## src/rtl/riscv_trace_compressor_if.sv

```systemverilog
// Trace-in / packet-out bundle for the trace compressor.
// The core side drives trace__*, and the sink drives pkt_ready.
interface riscv_trace_compressor_if;
  logic        trace__instr_valid;
  logic [31:0] trace__instr_pc;
  logic [2:0]  trace__mode;
  logic        trace__branch_taken;
  logic [31:0] trace__branch_target;
  logic        trace__trap;
  logic        trace__ret;
  logic        trace__jalr;

  logic        pkt_valid;
  logic        pkt_ready;
  logic [1:0]  pkt_type;
  logic [7:0]  pkt_count;
  logic [2:0]  pkt_mode;
  logic [31:0] pkt_addr;

  modport slave (
    input  trace__instr_valid, trace__instr_pc, trace__mode, trace__branch_taken,
           trace__branch_target, trace__trap, trace__ret, trace__jalr, pkt_ready,
    output pkt_valid, pkt_type, pkt_count, pkt_mode, pkt_addr
  );

  modport master (
    output trace__instr_valid, trace__instr_pc, trace__mode, trace__branch_taken,
           trace__branch_target, trace__trap, trace__ret, trace__jalr, pkt_ready,
    input  pkt_valid, pkt_type, pkt_count, pkt_mode, pkt_addr
  );
endinterface

```

## src/rtl/riscv_trace_compressor.sv

```systemverilog
// Compresses the retirement trace into discontinuity packets (SYNC/BRANCH/INDIRECT/TRAP)
// and queues them in a 4-entry FIFO toward the trace sink.
module riscv_trace_compressor (
  input  logic                            clk,
  input  logic                            reset,
  input  logic                            enable,
  riscv_trace_compressor_if.slave         trc,
  output logic                            overflow
);
  localparam logic [1:0] PKT_SYNC     = 2'd0;
  localparam logic [1:0] PKT_BRANCH   = 2'd1;
  localparam logic [1:0] PKT_INDIRECT = 2'd2;
  localparam logic [1:0] PKT_TRAP     = 2'd3;

  typedef struct packed {
    logic [1:0]  ptype;
    logic [7:0]  cnt;
    logic [2:0]  mode;
    logic [31:0] addr;
  } pkt_t;

  pkt_t       r_mem [4];
  logic [1:0] r_wr_ptr, r_rd_ptr;
  logic [2:0] r_occ;
  logic [7:0] r_count;
  logic       r_resync;
  logic       r_overflow;

  logic       w_consider, w_gen, w_valid, w_full, w_pop, w_push, w_drop, w_resync_nxt;
  logic [7:0] w_count_nxt, w_cnt_inc;
  pkt_t       w_pkt, w_head;

  assign w_consider = enable & trc.trace__instr_valid;
  assign w_cnt_inc  = r_count + 8'd1;

  // A pending resync swallows whatever the instruction does; its transfer becomes implicit.
  always_comb begin
    w_gen        = 1'b0;
    w_pkt        = '0;
    w_pkt.mode   = trc.trace__mode;
    w_count_nxt  = r_count;
    w_resync_nxt = r_resync;
    if (w_consider) begin
      if (r_resync) begin
        w_gen        = 1'b1;
        w_pkt.ptype  = PKT_SYNC;
        w_pkt.cnt    = r_count;
        w_pkt.addr   = trc.trace__instr_pc;
        w_count_nxt  = 8'd0;
        w_resync_nxt = 1'b0;
      end else if (trc.trace__trap) begin
        w_gen        = 1'b1;
        w_pkt.ptype  = PKT_TRAP;
        w_pkt.cnt    = w_cnt_inc;
        w_pkt.addr   = trc.trace__instr_pc;
        w_count_nxt  = 8'd0;
        w_resync_nxt = 1'b1;
      end else if (trc.trace__branch_taken) begin
        w_gen        = 1'b1;
        w_pkt.ptype  = (trc.trace__jalr | trc.trace__ret) ? PKT_INDIRECT : PKT_BRANCH;
        w_pkt.cnt    = w_cnt_inc;
        w_pkt.addr   = trc.trace__branch_target;
        w_count_nxt  = 8'd0;
      end else if (r_count == 8'hFF) begin
        w_gen        = 1'b1;
        w_pkt.ptype  = PKT_SYNC;
        w_pkt.cnt    = 8'hFF;
        w_pkt.addr   = trc.trace__instr_pc;
        w_count_nxt  = 8'd0;
      end else begin
        w_count_nxt  = w_cnt_inc;
      end
    end
  end

  assign w_valid = (r_occ != 3'd0);
  assign w_full  = (r_occ == 3'd4);
  assign w_pop   = w_valid & trc.pkt_ready;
  // A full FIFO still accepts when the head leaves in the same cycle.
  assign w_push  = w_gen & (~w_full | w_pop);
  assign w_drop  = w_gen & ~w_push;

  always_ff @(posedge clk) begin
    if (reset) begin
      r_wr_ptr   <= 2'd0;
      r_rd_ptr   <= 2'd0;
      r_occ      <= 3'd0;
      r_count    <= 8'd0;
      r_resync   <= 1'b1;
      r_overflow <= 1'b0;
    end else begin
      if (w_push) r_wr_ptr <= r_wr_ptr + 2'd1;
      if (w_pop)  r_rd_ptr <= r_rd_ptr + 2'd1;
      r_occ <= r_occ + {2'b00, w_push} - {2'b00, w_pop};
      if (!enable) begin
        r_count  <= 8'd0;
        r_resync <= 1'b1;
      end else if (w_drop) begin
        r_count    <= 8'd0;
        r_resync   <= 1'b1;
        r_overflow <= 1'b1;
      end else begin
        r_count  <= w_count_nxt;
        r_resync <= w_resync_nxt;
      end
    end
  end

  // Storage needs no reset: it is only observed through the occupancy-gated outputs.
  always_ff @(posedge clk) begin
    if (!reset && w_push) r_mem[r_wr_ptr] <= w_pkt;
  end

  assign w_head        = r_mem[r_rd_ptr];
  assign trc.pkt_valid = w_valid;
  assign trc.pkt_type  = w_valid ? w_head.ptype : 2'd0;
  assign trc.pkt_count = w_valid ? w_head.cnt   : 8'd0;
  assign trc.pkt_mode  = w_valid ? w_head.mode  : 3'd0;
  assign trc.pkt_addr  = w_valid ? w_head.addr  : 32'd0;
  assign overflow      = r_overflow;
endmodule
```

## src/flat_wrapper.sv

```systemverilog
// flat-port wrapper written by rule: the top's interface ports become plain ports
module riscv_trace_compressor_flat 
  (clk, reset, enable, overflow, trc_trace__instr_valid, trc_trace__instr_pc, trc_trace__mode, trc_trace__branch_taken, trc_trace__branch_target, trc_trace__trap, trc_trace__ret, trc_trace__jalr, trc_pkt_ready, trc_pkt_valid, trc_pkt_type, trc_pkt_count, trc_pkt_mode, trc_pkt_addr);
  riscv_trace_compressor_if trc_i ();
  input  logic clk;
  input  logic reset;
  input  logic enable;
  output logic overflow;
  input wire logic [$bits(trc_i.trace__instr_valid)-1:0] trc_trace__instr_valid;
  input wire logic [$bits(trc_i.trace__instr_pc)-1:0] trc_trace__instr_pc;
  input wire logic [$bits(trc_i.trace__mode)-1:0] trc_trace__mode;
  input wire logic [$bits(trc_i.trace__branch_taken)-1:0] trc_trace__branch_taken;
  input wire logic [$bits(trc_i.trace__branch_target)-1:0] trc_trace__branch_target;
  input wire logic [$bits(trc_i.trace__trap)-1:0] trc_trace__trap;
  input wire logic [$bits(trc_i.trace__ret)-1:0] trc_trace__ret;
  input wire logic [$bits(trc_i.trace__jalr)-1:0] trc_trace__jalr;
  input wire logic [$bits(trc_i.pkt_ready)-1:0] trc_pkt_ready;
  output wire logic [$bits(trc_i.pkt_valid)-1:0] trc_pkt_valid;
  output wire logic [$bits(trc_i.pkt_type)-1:0] trc_pkt_type;
  output wire logic [$bits(trc_i.pkt_count)-1:0] trc_pkt_count;
  output wire logic [$bits(trc_i.pkt_mode)-1:0] trc_pkt_mode;
  output wire logic [$bits(trc_i.pkt_addr)-1:0] trc_pkt_addr;
  assign trc_i.trace__instr_valid = trc_trace__instr_valid;
  assign trc_i.trace__instr_pc = trc_trace__instr_pc;
  assign trc_i.trace__mode = trc_trace__mode;
  assign trc_i.trace__branch_taken = trc_trace__branch_taken;
  assign trc_i.trace__branch_target = trc_trace__branch_target;
  assign trc_i.trace__trap = trc_trace__trap;
  assign trc_i.trace__ret = trc_trace__ret;
  assign trc_i.trace__jalr = trc_trace__jalr;
  assign trc_i.pkt_ready = trc_pkt_ready;
  assign trc_pkt_valid = trc_i.pkt_valid;
  assign trc_pkt_type = trc_i.pkt_type;
  assign trc_pkt_count = trc_i.pkt_count;
  assign trc_pkt_mode = trc_i.pkt_mode;
  assign trc_pkt_addr = trc_i.pkt_addr;
  riscv_trace_compressor u_core (.clk(clk), .reset(reset), .enable(enable), .trc(trc_i), .overflow(overflow));
endmodule
```

## config.mk

```make
export PLATFORM = sky130hd
export DESIGN_NAME = riscv_trace_compressor_flat
export DESIGN_NICKNAME = d
export VERILOG_FILES = /design/src/rtl/riscv_trace_compressor_if.sv /design/src/rtl/riscv_trace_compressor.sv /design/src/flat_wrapper.sv
export SDC_FILE = /design/constraint.sdc
export NUM_CORES = 1
export LEC_CHECK = 0
export BUFFER_PORTS_ARGS = -buffer_cell sky130_fd_sc_hd__buf_2
export CELL_PAD_IN_SITES_DETAIL_PLACEMENT = 1
export CELL_PAD_IN_SITES_GLOBAL_PLACEMENT = 1
export CORE_MARGIN = 2
export CORE_UTILIZATION = 50
export DETAILED_ROUTE_END_ITERATION = 7
export GPL_TIMING_DRIVEN = 0
export PLACE_DENSITY_LB_ADDON = 0.1
export SLEW_MARGIN = 40
export SYNTH_ARGS = -nofsm -noshare
export SYNTH_HDL_FRONTEND = slang
export SYNTH_SLANG_ARGS = --single-unit
```

## constraint.sdc

```tcl
create_clock -name clk -period 8.35 [get_ports clk]
set_input_delay 1.2525 -clock clk [delete_from_list [all_inputs] [get_ports clk]]
set_output_delay 1.2525 -clock clk [all_outputs]
set_load 0.005 [all_outputs]
```

==> flow_metrics.env <==
export IMPL_slew_violations=0
export IMPL_cts_hold_buffers=0
export IMPL_coreArea_um2=16500
export IMPL_hpwlAfterDp_um=14600
export IMPL_hold_viol=0
export IMPL_finalClockSkew_ns=0.0102
export IMPL_p_total_w=0.00256
export IMPL_start_util=0.509
export IMPL_maxCapViolCount=0
export IMPL_yosysWarnings=0
export IMPL_setup_slack_ns=4.54
export IMPL_grtUsageTotal=0.243
export IMPL_synth_common_cells="edfxtp_1, nor2_1, and2_1"
export IMPL_irDropWorstVdd_mv=0.165
export IMPL_crit_type="flop to output pin"
export IMPL_vias=5325
export IMPL_clk_latency_ns=0.43
export IMPL_yosysMostFrequentCell="edfxtp_1"
export IMPL_max_slew_margin_rel=0.505
export IMPL_min_from="u_core.overflow"
export IMPL_fmax_mhz=262
export IMPL_wl_per_cell_um=22.5
export IMPL_cts_tree="yes"
export IMPL_worst_hold_path_type="flop to flop"
export IMPL_crit_path_max_fanout=10
export IMPL_layout_area_overhead_vs_synth_pct=20.2
export IMPL_ant_nets=0
export IMPL_start_kind="flop"
export IMPL_drt_wl_total_um=20700
export IMPL_cts_sinks=199
export IMPL_yosysSeqAreaShare=0.690
export IMPL_clock_root_buffer="clkbuf_16"
export IMPL_antenna_found_initial=0
export IMPL_clk_pin_slew_ns=0.07
export IMPL_fin_crit_sh=0.457
export IMPL_num_fill_cells=1617
export IMPL_synth_cells=518
export IMPL_end_kind="output pin"
export IMPL_powerDensity_nw_per_um2=254
export IMPL_static_leakage_power_nw=3.65
export IMPL_crit_required_ns=7.10
export IMPL_worstMarginPinSlew_ns=0.732
export IMPL_cts_setup_buffers=0
export IMPL_drtPass1Iterations=5
export IMPL_fin_nets=775
export IMPL_pin_count=123
export IMPL_rsz0062_at_grt="no"
export IMPL_syn_nets=602
export IMPL_rows=47
export IMPL_arrival_ns=2.56
export IMPL_grt_max_degree=17
export IMPL_synth_seq_cells=199
export IMPL_clockBufferDepth=2
export IMPL_die_w_um=133
export IMPL_grt_overflow_total=0
export IMPL_synthArstFlopShare=0
export IMPL_grt_pass1_vias=5748
export IMPL_period_minus_slack_ns=3.81
export IMPL_port_buffer_count=122
export IMPL_postSynthAreaPerCell_um2=16.2
export IMPL_pre_cts_slack_ns=4.62
export IMPL_die_area_um2=17800
export IMPL_ys_flop_type="edfxtp_1"
export IMPL_detail_route_iter0_violations=369
export IMPL_numCtsBuffers=17
export IMPL_routabilityCongestion=0.815
export IMPL_r2r_start="u_core.r_count[3]"
export IMPL_drc_errors=0
export IMPL_die_h_um=133
export IMPL_htree_levels=4
export IMPL_synth_distinct_cells=38
export IMPL_setup_viol=0
export IMPL_synth_top_cell_area_share=0.645
export IMPL_synth_area_leaders="edfxtp_1, mux4_2, dfxtp_1"
export IMPL_drive_gt1_frac=0.346
export IMPL_status="finished, final reports clean"
export IMPL_final_util=0.612
export IMPL_antenna_cells=0
export IMPL_grt_pass1_wl_um=32400
export IMPL_synth_top_area_cell="edfxtp_1"
export IMPL_postCtsResizedCells=0
export IMPL_synthesis_area_um2=8380
export IMPL_vias_per_cell=5.77
export IMPL_synth_edf_count=180
power by group:
part	total, W	switching, W	leakage [nW]	internal, W
Sequential	0.00112	0.0000132	1.85	0.00111
Clock	0.000793	0.000354	0.278	0.000438
Combinational	0.000641	0.000322	1.52	0.000319
layout make-up:
type / instances / area [um^2] / share of cell area
well taps: 220 / 275 / 0.0273
multi-input cells: 272 / 2420 / 0.241
repair buffers: 154 / 837 / 0.0831
inverters: 12 / 45.0 / 0.00447
flip-flops and latches: 199 / 5790 / 0.574
clock buffers: 18 / 429 / 0.0426
plain buffers: 35 / 149 / 0.0148
clock inverters: 13 / 131 / 0.0130
cells by family after synthesis:
group	synth area share
flip-flops	0.690
buffers and inverters	0.0231
AO/OA/AOI/OAI	0.0615
multiplexers	0.122
AND/OR/NAND/NOR	0.0851
adder cells (fa/ha/maj)	0.0128
XOR/XNOR	0.00522
per-layer routing:
layer | GRT usage | wire length [um] | vias up
li1 | - | - | 2365
met1 | 0.313 | 8400 | 2747
met2 | 0.424 | 11000 | 181
met3 | 0.0422 | 1010 | 32
met4 | 0.0780 | 354 | 0
met5 | 0 | 0 | -
final timing paths:
kind         cells after the start                  end  slack, ns
max                              5      trc_pkt_addr[1]       4.54
min                              2      u_core.overflow       0.51
max reg2reg                      9  u_core.r_mem[0][24]       5.35
min reg2reg                      2      u_core.overflow       0.51
registers in the layout, indices dropped and copies added (netlist names), named ones only:
register         flops
u_core.r_resync      1
u_core.r_count       8
u_core.r_wr_ptr      2
u_core.r_occ         3
u_core.r_rd_ptr      2
u_core.overflow      1
u_core.r_mem       180
critical path: stages (launching register included):
cell      delay (ns)
dfxtp_1         0.34
clkbuf_1        0.47
buf_2           0.46
mux4_2          0.55
and2_1          0.19
buf_2           0.13
placed cells by master, fill, tap and decap left out, drive strengths merged, types with 2 or more instances in the layout:
| cell | count |
|---|---|
| edfxtp | 180 |
| buf | 163 |
| nor2 | 50 |
| and2 | 48 |
| mux4 | 45 |
| clkbuf | 44 |
| a22oi | 33 |
| dfxtp | 19 |
| inv | 14 |
| a21oi | 13 |
| nand2 | 11 |
| o21ai | 10 |
| clkinv | 8 |
| nor3 | 7 |
| ha | 7 |
| nand3 | 6 |
| nor3b | 5 |
| a311oi | 4 |
| xnor2 | 4 |
| and3 | 3 |
| a211oi | 3 |
| or3 | 2 |
| a211o | 2 |
| o22ai | 2 |
| a311o | 2 |
| nor2b | 2 |
| a31oi | 2 |
| bufinv | 2 |
through the flow:
stage | cells | hold slack, ns | TNS (ns) | instance area [um^2]
2_1_floorplan | 518 | 0.461 | 0 | 8380
3_3_place_gp | 860 | 0.460 | -70.97 | 9270
3_5_place_dp | 892 | 0.479 | 0 | 9520
4_1_cts | 923 | 0.505 | 0 | 10100
5_1_grt | 923 | 0.541 | 0 | 10100
6_report | 923 | 0.507 | 0 | 10100
No activity file was read; power rests on OpenSTA's default activity.
